File: config.mk
export PLATFORM = sky130hd
export DESIGN_NAME = ex_hazard_ctrl
export DESIGN_NICKNAME = d
export VERILOG_FILES = /design/src/rtl/ex_hazard_ctrl.sv
export SDC_FILE = /design/constraint.sdc
export NUM_CORES = 1
export LEC_CHECK = 0
export BUFFER_PORTS_ARGS = -buffer_cell sky130_fd_sc_hd__clkbuf_2
export CAP_MARGIN = 20
export CORE_AREA = 2 2 73 75
export CTS_CLUSTER_SIZE = 30
export DETAILED_ROUTE_END_ITERATION = 8
export DIE_AREA = 0 0 75 77
export GPL_ROUTABILITY_DRIVEN = 0
export PLACE_DENSITY_LB_ADDON = 0.25
export RECOVER_POWER = 100
export REMOVE_ABC_BUFFERS = 1
export SLEW_MARGIN = 20
export SYNTH_ARGS = -nofsm -noshare
export SYNTH_HDL_FRONTEND = slang
export SYNTH_SLANG_ARGS = --single-unit
File: constraint.sdc
create_clock -name clk -period 5.1 [get_ports clk]
set_input_delay 1.02 -clock clk [delete_from_list [all_inputs] [get_ports clk]]
set_output_delay 1.02 -clock clk [all_outputs]
set_load 0.02 [all_outputs]
File: src/rtl/ex_hazard_ctrl.sv
// ex_hazard_ctrl: pipeline controller that sits beside the EX stage of the
// 5-stage MIPS core. It stalls the front end on load-use hazards, picks the
// forwarding source for both ALU operands, redirects the PC on a taken beq,
// and holds the pipe while a multi-cycle EX operation runs.
//
// Build option: define EX_HAZARD_FWD_EN to enable operand forwarding. When it
// is left undefined, fwd_a/fwd_b stay 0. Instead, any read-after-write between
// an ID operand and a pending write in EX, MEM or WB stalls the front end
// until that write has retired.
module ex_hazard_ctrl #(
    parameter int MUL_LAT = 4,
    parameter int CNT_W   = 16
) (
    input  logic             clk,
    input  logic             rst,
    input  logic [4:0]       fd_rs,
    input  logic [4:0]       fd_rt,
    input  logic             fd_use_rt,
    input  logic [4:0]       dx_rs,
    input  logic [4:0]       dx_rt,
    input  logic [4:0]       DX_RD,
    input  logic             DX_lwFlag,
    input  logic [4:0]       XM_RD,
    input  logic             XM_regwrite,
    input  logic [4:0]       MW_RD,
    input  logic             MW_regwrite,
    input  logic             br_taken,
    input  logic [31:0]      br_target,
    input  logic             mul_start,
    output logic             pc_stall,
    output logic             fd_stall,
    output logic             fd_flush,
    output logic             dx_bubble,
    output logic             dx_hold,
    output logic             pc_redirect,
    output logic [31:0]      pc_target,
    output logic [1:0]       fwd_a,
    output logic [1:0]       fwd_b,
    output logic             busy,
    output logic [CNT_W-1:0] stall_cnt
);

    typedef enum logic {
        RUN     = 1'b0,
        MULWAIT = 1'b1
    } state_t;

    state_t           r_state;
    logic [3:0]       r_mcnt;
    logic [CNT_W-1:0] r_stall_cnt;

    state_t     w_next_state;
    logic [3:0] w_next_mcnt;
    logic       w_hazard;

`ifdef EX_HAZARD_FWD_EN
    // Load-use check: the lw in EX produces its data too late to forward into ID's consumer
    always_comb begin
        w_hazard = DX_lwFlag && (DX_RD != 5'd0) &&
                   ((DX_RD == fd_rs) || (fd_use_rt && (DX_RD == fd_rt)));
    end

    // Operand A source select; the younger MEM result wins over WB, and $0 is never forwarded
    always_comb begin
        fwd_a = 2'd0;
        if (XM_regwrite && (XM_RD != 5'd0) && (XM_RD == dx_rs)) begin
            fwd_a = 2'd1;
        end else if (MW_regwrite && (MW_RD != 5'd0) && (MW_RD == dx_rs)) begin
            fwd_a = 2'd2;
        end
    end

    // Operand B source select, same priority as operand A
    always_comb begin
        fwd_b = 2'd0;
        if (XM_regwrite && (XM_RD != 5'd0) && (XM_RD == dx_rt)) begin
            fwd_b = 2'd1;
        end else if (MW_regwrite && (MW_RD != 5'd0) && (MW_RD == dx_rt)) begin
            fwd_b = 2'd2;
        end
    end
`else
    logic w_rs_raw;
    logic w_rt_raw;
    logic w_unused_dx;

    // Without forwarding the EX operand indices are not needed
    assign w_unused_dx = ^{dx_rs, dx_rt};

    // RAW check of ID operands against every in-flight write; the EX instruction counts as a writer whenever DX_RD is non-zero
    always_comb begin
        w_rs_raw = (fd_rs != 5'd0) &&
                   ((DX_RD == fd_rs) ||
                    (XM_regwrite && (XM_RD == fd_rs)) ||
                    (MW_regwrite && (MW_RD == fd_rs)));
        w_rt_raw = fd_use_rt && (fd_rt != 5'd0) &&
                   ((DX_RD == fd_rt) ||
                    (XM_regwrite && (XM_RD == fd_rt)) ||
                    (MW_regwrite && (MW_RD == fd_rt)));
        w_hazard = w_rs_raw || w_rt_raw;
    end

    // Forwarding paths are absent, so the ALU always reads the register file
    always_comb begin
        fwd_a = 2'd0;
        fwd_b = 2'd0;
    end
`endif

    // Control decode: branch beats multi-cycle start beats hazard stall; MULWAIT only holds or releases the pipe
    always_comb begin
        pc_stall     = 1'b0;
        fd_stall     = 1'b0;
        fd_flush     = 1'b0;
        dx_bubble    = 1'b0;
        dx_hold      = 1'b0;
        pc_redirect  = 1'b0;
        pc_target    = 32'd0;
        busy         = 1'b0;
        w_next_state = r_state;
        w_next_mcnt  = r_mcnt;
        case (r_state)
            RUN: begin
                if (br_taken) begin
                    pc_redirect = 1'b1;
                    pc_target   = br_target;
                    fd_flush    = 1'b1;
                    dx_bubble   = 1'b1;
                end else if (mul_start) begin
                    pc_stall     = 1'b1;
                    fd_stall     = 1'b1;
                    dx_hold      = 1'b1;
                    busy         = 1'b1;
                    w_next_state = MULWAIT;
                    w_next_mcnt  = 4'(MUL_LAT - 1);
                end else if (w_hazard) begin
                    pc_stall  = 1'b1;
                    fd_stall  = 1'b1;
                    dx_bubble = 1'b1;
                end
            end
            MULWAIT: begin
                busy = 1'b1;
                if (r_mcnt != 4'd1) begin
                    pc_stall    = 1'b1;
                    fd_stall    = 1'b1;
                    dx_hold     = 1'b1;
                    w_next_mcnt = r_mcnt - 4'd1;
                end else begin
                    w_next_state = RUN;
                    w_next_mcnt  = 4'd0;
                end
            end
            default: begin
                w_next_state = RUN;
                w_next_mcnt  = 4'd0;
            end
        endcase
    end

    // State and multi-cycle countdown registers
    always_ff @(posedge clk or posedge rst) begin
        if (rst) begin
            r_state <= RUN;
            r_mcnt  <= 4'd0;
        end else begin
            r_state <= w_next_state;
            r_mcnt  <= w_next_mcnt;
        end
    end

    // Stall performance counter, sticks at all-ones instead of wrapping
    always_ff @(posedge clk or posedge rst) begin
        if (rst) begin
            r_stall_cnt <= '0;
        end else if (pc_stall && (r_stall_cnt != '1)) begin
            r_stall_cnt <= r_stall_cnt + CNT_W'(1);
        end
    end

    assign stall_cnt = r_stall_cnt;

endmodule

# After elaboration in Yosys (flattened, before gate mapping)
# Index checks and enable logic that the tools add are counted.
[word_totals]
register_bits = 21
input_bits = 75
out_inout_bits = 59
word_cells = 52
[op_classes]
addsub = 2
eq_ne = 10
n_mux = 20
n_bitwise = 1
reduce_logical = 16
[ops]
columns = ["op", "n"]
rows = [
  ["$mux 32", 2],
  ["$eq 5x5->1", 6],
  ["$add 16x1->16 const B", 1],
  ["$ne 16x16->1 const B", 1],
  ["$mux 4", 3],
  ["$mux 1", 11],
  ["$reduce_bool 5->1", 2],
  ["$logic_and 1x1->1", 8],
  ["$pmux 4 s2", 1],
  ["$pmux 1 s2", 3],
  ["$logic_or 1x1->1", 5],
  ["$ne 2x2->1 const B", 2],
  ["$ne 4x1->1 const B", 1],
  ["$sub 4x1->4 const B", 1],
  ["$reduce_and 2->1", 1],
  ["$not 1->1", 1],
]

# Longest topological paths before layout
# Gate-level depths: netlist of the first run.
[depth]
word_depth = 11
ltp_mapped = 10
mapped_depth_nobuf = 9

# Worst setup path after synthesis of the first run
# Ideal clock, no wire load.
[synth_path]
path_type = "input -> output"
startpoint = "input XM_RD[2]"
endpoint = "output pc_stall"
arrival_ps = 2734
required_ps = 4080
slack_ps = 1346
cell_stages = 8
cell_sequence = "xor2_1 > nor4_1 > nand3_1 > a31o_2 > nand2_1 > nor2_1 > o31ai_1 > buf_4"
[synth_between]
elab_chain_len = 10
[synth_lines]
columns = ["element", "line", "text"]
rows = [
  ["from (decl)", "23", "input logic [4:0] XM_RD,"],
  ["$eq 5x5->1, on equally long branches", "94, 98", ""],
  ["$logic_and 1x1->1, on equally long branches", "94, 98", ""],
  ["$logic_or 1x1->1, on equally long branches", "93, 97", ""],
  ["$logic_or 1x1->1, on equally long branches", "94, 98", ""],
  ["$logic_and 1x1->1, on equally long branches", "92, 96", ""],
  ["$logic_or 1x1->1 *", "100", "w_hazard = w_rs_raw || w_rt_raw;"],
  ["$mux 1 * (3 in a row)", "n/a", ""],
  ["$pmux 1 s2 *", "n/a", ""],
  ["to (decl)", "30", "output logic pc_stall,"],
]
# Mark *: on every way between the ends. The rest lies on a longest branch, timed or not.

# Final worst setup path of the first run
[layout_path]
startpoint = "input fd_rt[2]"
endpoint = "output fd_stall"
[layout_between]
elab_chain_len = 10
[layout_lines]
columns = ["element", "line", "text"]
rows = [
  ["from (decl)", "17", "input logic [4:0] fd_rt,"],
  ["$eq 5x5->1", "98", "(XM_regwrite && (XM_RD == fd_rt)) ||"],
  ["$logic_and 1x1->1", "98", ""],
  ["$logic_or 1x1->1", "97", "((DX_RD == fd_rt) ||"],
  ["$logic_or 1x1->1", "98", ""],
  ["$logic_and 1x1->1 *", "96", "w_rt_raw = fd_use_rt && (fd_rt != 5'd0) &&"],
  ["$logic_or 1x1->1 *", "100", ""],
  ["$mux 1 *", "136", "end else if (w_hazard) begin"],
  ["$mux 1 *", "129", "end else if (mul_start) begin"],
  ["$mux 1 *", "124", "if (br_taken) begin"],
  ["$pmux 1 s2 *", "122", "case (r_state)"],
  ["to (decl)", "31", "output logic fd_stall,"],
]
# Marked as above.

==> reports/results.tsv, run 1 <==
metric	value	unit
p_total	0.835	mW
vias_per_cell	4.60	
cp.required	4.08	ns
multiInputGateArea	1070	sq um
slowest_delay	0.30	ns
start_util	34.1	%
syn2layout_area_growth	35.9	%
register_area	526	sq um
numCtsBuffers	3	
layout_commonest_cell	clkbuf_2	
swShare	48.3	%
synth_cell_type_count	33	
status	finished, final reports clean	
firstDrtPassIters	4	
critPathLaunchType	input port	
die_h	77	um
grt_pass1_vias	1750	
fin_setup_tns	0	ns
clockBufferDepth	2	
ys_seq_area_share	31.0	%
crit_buf_inv	2	
fin_area	2300	sq um
drt_wl_total	4.58	mm
max-slew-margin-rel	27.2	%
final_cell_mix	87 x clkbuf_2, 32 x clkbuf_1, 31 x xnor2_1	
worst_slack	1.39	ns
yosysWarningCount	0	
path_common_cell	clkbuf_1	
track_usage	16.8	%
hold_viol	0	
cts_setup_buffers	0	
core	4980	sq um
pin_count	134	
n_fill_cell	546	
clkSinkCount	21	
drt_iter0_drc	75	
cts_tree	done	
path_cells	clkbuf_1, xor2_1, nor4_1, nand3_1, a31o_2, nand2_1, nor2_1, o31ai_1, clkbuf_1	
place_inst	374	
vias	1737	
dp_slack	1.44	ns
netlist_area	1700	sq um
drc_errors	0	
ys_seq_elements	21	
root_buffer	clkbuf_8	
ant_nets	0	
drive_gt1_share	31.2	%
max-vdd-ir-drop	0.129	mV
nets	387	
die_area	5780	sq um
ctsHtreeMaxLevel	1	
postCtsHoldBufs	0	
antenna_cells	0	
clockPowerShare	12.7	%
hold_path_class	reg -> reg	
period_share	72.7	%
cts_resized	0	
skew	0.00547	ns
slew_viol_final	0	
cp.arrival	2.69	ns
overflow	0	
synth_cells	195	
port_buffers	118	
p_per_area	362	nW/um^2
crit_family	compound AO/OA/AOI/OAI gates	
grt_max_degree	35	
row_count	26	
tightest_slew	1.09	ns
setup_viol	0	
finalCriticalPeriod	3.71	ns
seq_power_share	31.1	%
dp_hpwl	3.87	mm
p_leak	1.09	nW
grt_setup_unrepaired	false	
grt_antenna_before_repair	0	
wl_per_cell	12.1	um
cp_max_fo	4	
dpl-instance-area	2310	sq um
p_int	0.431	mW
grt_pass1_wl	7.82	mm
die_x	75	um
slowest_stage	nor4_1	
drv_cap	0	
timing.fmax	270	MHz
instances_no_fill	378	
combPwrFrac	56.2	%
clk_latency	0.26	ns
clk_pin_slew_worst_paths	0.07	ns
critPathKind	in -> out	
p_sw	0.403	mW
endpoint_kind	primary output	
synth.avg_cell_area	8.69	sq um
-- metrics by stage --
stage               utilization [%]  hold slack, ns
floorplan                         -           0.493
global placement               46.5           0.474
detailed placement             46.5           0.490
CTS                            47.4           0.502
global route                   46.3           0.525
finish                         46.3           0.497
-- final timing paths --
kind	endpoint	slack [ns]	cells after the start	from
setup / recovery	fd_stall	1.39	9	fd_rt[2]
hold / removal	stall_cnt[10]	0.50	1	stall_cnt[10]
setup reg to reg	stall_cnt[9]	2.44	8	stall_cnt[0]
hold reg to reg	stall_cnt[10]	0.50	1	stall_cnt[10]
max in group asynchronous	stall_cnt[12]	3.72	2	rst
min in group asynchronous	stall_cnt[8]	0.88	2	rst
-- flip-flops by register name, indices dropped and copies added, names as in the netlist --
register,cells
stall_cnt,16
r_state,1
r_mcnt,4
-- power by group through the flow --
stage / Clock [mW] / Combinational [mW] / Sequential, mW
final: 0.106 / 0.469 / 0.259
after global placement: 0 / 0.492 / 0.262
after global routing: 0.119 / 0.523 / 0.269
after floorplan: 0 / 0.298 / 0.285
after CTS: 0.111 / 0.500 / 0.261
after detailed placement: 0 / 0.498 / 0.264
-- cell usage after synthesis, drive strengths merged --
| library cell | n | share of area (%) |
|---|---|---|
| xor2 | 14 | 7.2 |
| ha | 3 | 2.2 |
| a31o | 1 | 0.52 |
| or4 | 2 | 0.89 |
| nor4 | 4 | 1.8 |
| a31oi | 1 | 0.37 |
| a21oi | 4 | 1.4 |
| and3 | 7 | 2.8 |
| o21a | 2 | 0.89 |
| dfrtp | 21 | 31 |
| mux2 | 1 | 0.66 |
| nand3 | 7 | 2.1 |
| nor3 | 5 | 1.5 |
| nand2 | 10 | 2.2 |
| nor3b | 1 | 0.44 |
| clkbuf | 6 | 1.3 |
| o31ai | 1 | 0.44 |
| o21ai | 7 | 2.1 |
| nand2b | 2 | 0.74 |
| inv | 5 | 1.1 |
| a22oi | 1 | 0.44 |
| or2b | 1 | 0.44 |
| nand4 | 13 | 4.8 |
| nor2 | 5 | 1.3 |
| conb | 1 | 0.22 |
| xnor2 | 31 | 16 |
| buf | 7 | 3.3 |
| and2 | 32 | 12 |
-- routing by layer --
layer  GRT usage, %  vias to the layer above  wire length (um)
li1               -                      874                 -
met1           20.4                      783              1930
met2           29.6                       76              2300
met3           2.89                        4               316
met4           4.29                        0                32
met5              0                        -                 0
-- area by class of cell --
| cell class | count | share of cell area, % |
|---|---|---|
| Timing Repair Buffer | 119 | 24.1 |
| Sequential cell | 21 | 22.8 |
| Clock buffer | 3 | 1.79 |
| Multi-Input combinational cell | 159 | 46.5 |
| Clock inverter | 1 | 0.217 |
| Inverter | 5 | 0.814 |
| Tap cell | 70 | 3.80 |
-- cell families after synthesis --
logic type	share of synthesized area, %
and+or+nand+nor	30.8
xor gates and xnor gates	23.2
DFF	31.0
buffers and inverters	5.76
AOI/OAI and AO/OA	6.13
adders and majority gates	2.21
other	0.221
muxes	0.664
-- worst reg2reg max path, delay by kind of cell, from the launching register on --
kind	cells	cell delay [ns]
DFF	1	0.42
AOI/OAI and AO/OA	2	0.93
adders and majority gates	1	0.22
and+or+nand+nor	4	0.81
xor gates and xnor gates	1	0.19
Power figures use the tool's default switching activity.
==> run 2: changes to the inputs <==
==> constraint.sdc (replaced) <==
create_clock -name clk -period 3.45 [get_ports clk]
set_input_delay 0.69 -clock clk [delete_from_list [all_inputs] [get_ports clk]]
set_output_delay 0.69 -clock clk [all_outputs]
set_load 0.02 [all_outputs]
==> run 2 against run 1 <==
Compared with the run above: register-to-register slack worse by 1.7 ns; hold slack got worse by 0.011 ns; sequential share of layout area barely moved; clock power is 48% higher; non-clock buffer count did not move; core utilization hardly changed; combinational power rose by 47%; via count fell by 0.92%; sequential power is 48% higher; critical path type unchanged.
==> reports/results.tsv, run 2 (synthesis gave the netlist of run 1 again) <==
metric	value	unit	change
drv_cap	0		unchanged
track_usage	15.8	%	-0.98 points
place_inst	374		unchanged
drive_gt1_share	30.5	%	-0.65 points
core	4980	sq um	unchanged
largest_reg_flops	16		unchanged
wl_met2	2.23	mm	-3.3%
clockPowerShare	12.7	%	about the same
clkSinkCount	21		unchanged
met3WireLength	308	um	-2.5%
finalCriticalPeriod	3.03	ns	
grt_pass1_wl	7.39	mm	-5.5%
slew_viol_final	0		unchanged
fin_util	46.3	%	about the same
swShare	48.3	%	about the same
max-slew-margin-rel	23.9	%	-3.3 points
drt_iter0_drc	110		+47%
worst_slack	0.425	ns	-0.968 ns
crit_buf_inv	2		unchanged
antenna_cells	0		unchanged
seq_power_share	31.1	%	about the same
fin_area	2300	sq um	about the same
ctsHtreeMaxLevel	1		unchanged
grt_setup_unrepaired	false		
status	finished, final reports clean		
syn2layout_area_growth	35.9	%	about the same
cp_max_fo	4		unchanged
p_sw	0.594	mW	+47%
instances_no_fill	378		unchanged
drc_errors	0		unchanged
clk_pin_slew_worst_paths	0.08	ns	about the same
cts_setup_buffers	0		unchanged
p_total	1.23	mW	+47%
period_share	87.7	%	
tightest_slew	1.14	ns	+0.0494 ns
grt_max_degree	35		unchanged
vias	1721		-0.92%
regToRegEndpoint	stall_cnt[9]		
endpoint_kind	primary output		
crit_family	compound AO/OA/AOI/OAI gates		
routed.top_layer	met4		
n_fill_cell	525		-3.8%
reg2reg_from	stall_cnt[0]		
overflow	0		unchanged
cts_tree	done		
startpoint	fd_rt[2]		
hold_path_class	reg -> reg		
dpl-instance-area	2310	sq um	unchanged
fin_setup_tns	0	ns	unchanged
port_buffers	118		unchanged
cp.arrival	2.34	ns	-0.35 ns
root_buffer	clkbuf_8		
postCtsHoldBufs	0		unchanged
ant_nets	0		unchanged
pin_count	134		unchanged
hold_viol	0		unchanged
vias_per_cell	4.55		-0.92%
path_common_cell	clkbuf_1		
nets	387		unchanged
wl_per_cell	11.7	um	-3.7%
firstDrtPassIters	4		unchanged
final_cell_mix	84 x clkbuf_2, 35 x clkbuf_1, 31 x xnor2_1		
p_per_area	534	nW/um^2	+48%
die_x	75	um	unchanged
numCtsBuffers	3		unchanged
row_count	26		unchanged
path_cells	clkbuf_1, xor2_1, nor4_1, nand3_1, a31o_2, nand2_1, nor2_1, o31ai_1, clkbuf_1		
timing.fmax	331	MHz	
grt_pass1_vias	1707		-2.5%
combPwrFrac	56.2	%	about the same
die_h	77	um	unchanged
ff2ff_setup_slack	0.74	ns	-1.70 ns
clockBufferDepth	2		unchanged
critPathKind	in -> out		
grt_antenna_before_repair	0		unchanged
p_leak	1.08	nW	-0.78%
endpoint	fd_stall		
clk_latency	0.25	ns	about the same
setup_viol	0		unchanged
dp_hpwl	3.78	mm	-2.2%
cp.required	2.76	ns	-1.32 ns
drt-met1-wl	1.82	mm	-5.7%
skew	0.00395	ns	-0.00152 ns
max-vdd-ir-drop	0.194	mV	+50%
r2r_cells	8		unchanged
path_depth	9		unchanged
p_int	0.637	mW	+48%
start_util	34.1	%	unchanged
cts_resized	0		unchanged
critPathLaunchType	input port		
layout_commonest_cell	clkbuf_2		
slowest_delay	0.29	ns	about the same
die_area	5780	sq um	unchanged
slowest_stage	nor4_1		
whs	0.486	ns	-0.0110 ns
dp_slack	0.449	ns	-0.987 ns
drt_wl_total	4.41	mm	-3.7%
[run 2: cell type report]
type | instances | area, sq um | share of cell area, %
Clock buffer | 3 | 41.3 | 1.79
Clock inverter | 1 | 5.00 | 0.217
Inverter | 5 | 18.8 | 0.815
Multi-Input combinational cell | 159 | 1070 | 46.6
Sequential cell | 21 | 526 | 22.8
Tap cell | 70 | 87.6 | 3.80
Timing Repair Buffer | 119 | 552 | 24.0
[run 2: metal layers]
layer  track usage (%)  vias to the layer above
met5                 0                        -
met4              4.46                        0
met3              2.23                        6
met2              27.8                       75
met1              19.4                      764
li1                  -                      876
[run 2: worst min-delay path by stage]
stage                       start       endpoint  slack, ns  depth (start not counted)
floorplan               r_mcnt[3]      r_mcnt[3]       0.49                          2
global placement    stall_cnt[10]  stall_cnt[10]       0.47                          1
detailed placement   stall_cnt[8]   stall_cnt[8]       0.48                          1
CTS                  stall_cnt[8]   stall_cnt[8]       0.50                          1
global route         stall_cnt[2]   stall_cnt[2]       0.53                          1
finish               stall_cnt[8]   stall_cnt[8]       0.49                          1
[run 2: power by group through the flow]
| stage | sequential (mW) | combinational (mW) | clock (mW) |
|---|---|---|---|
| after floorplan | 0.421 | 0.440 | 0 |
| after global placement | 0.388 | 0.727 | 0 |
| final | 0.383 | 0.691 | 0.157 |
| after global routing | 0.395 | 0.765 | 0.177 |
| after detailed placement | 0.389 | 0.737 | 0 |
| after CTS | 0.384 | 0.739 | 0.166 |
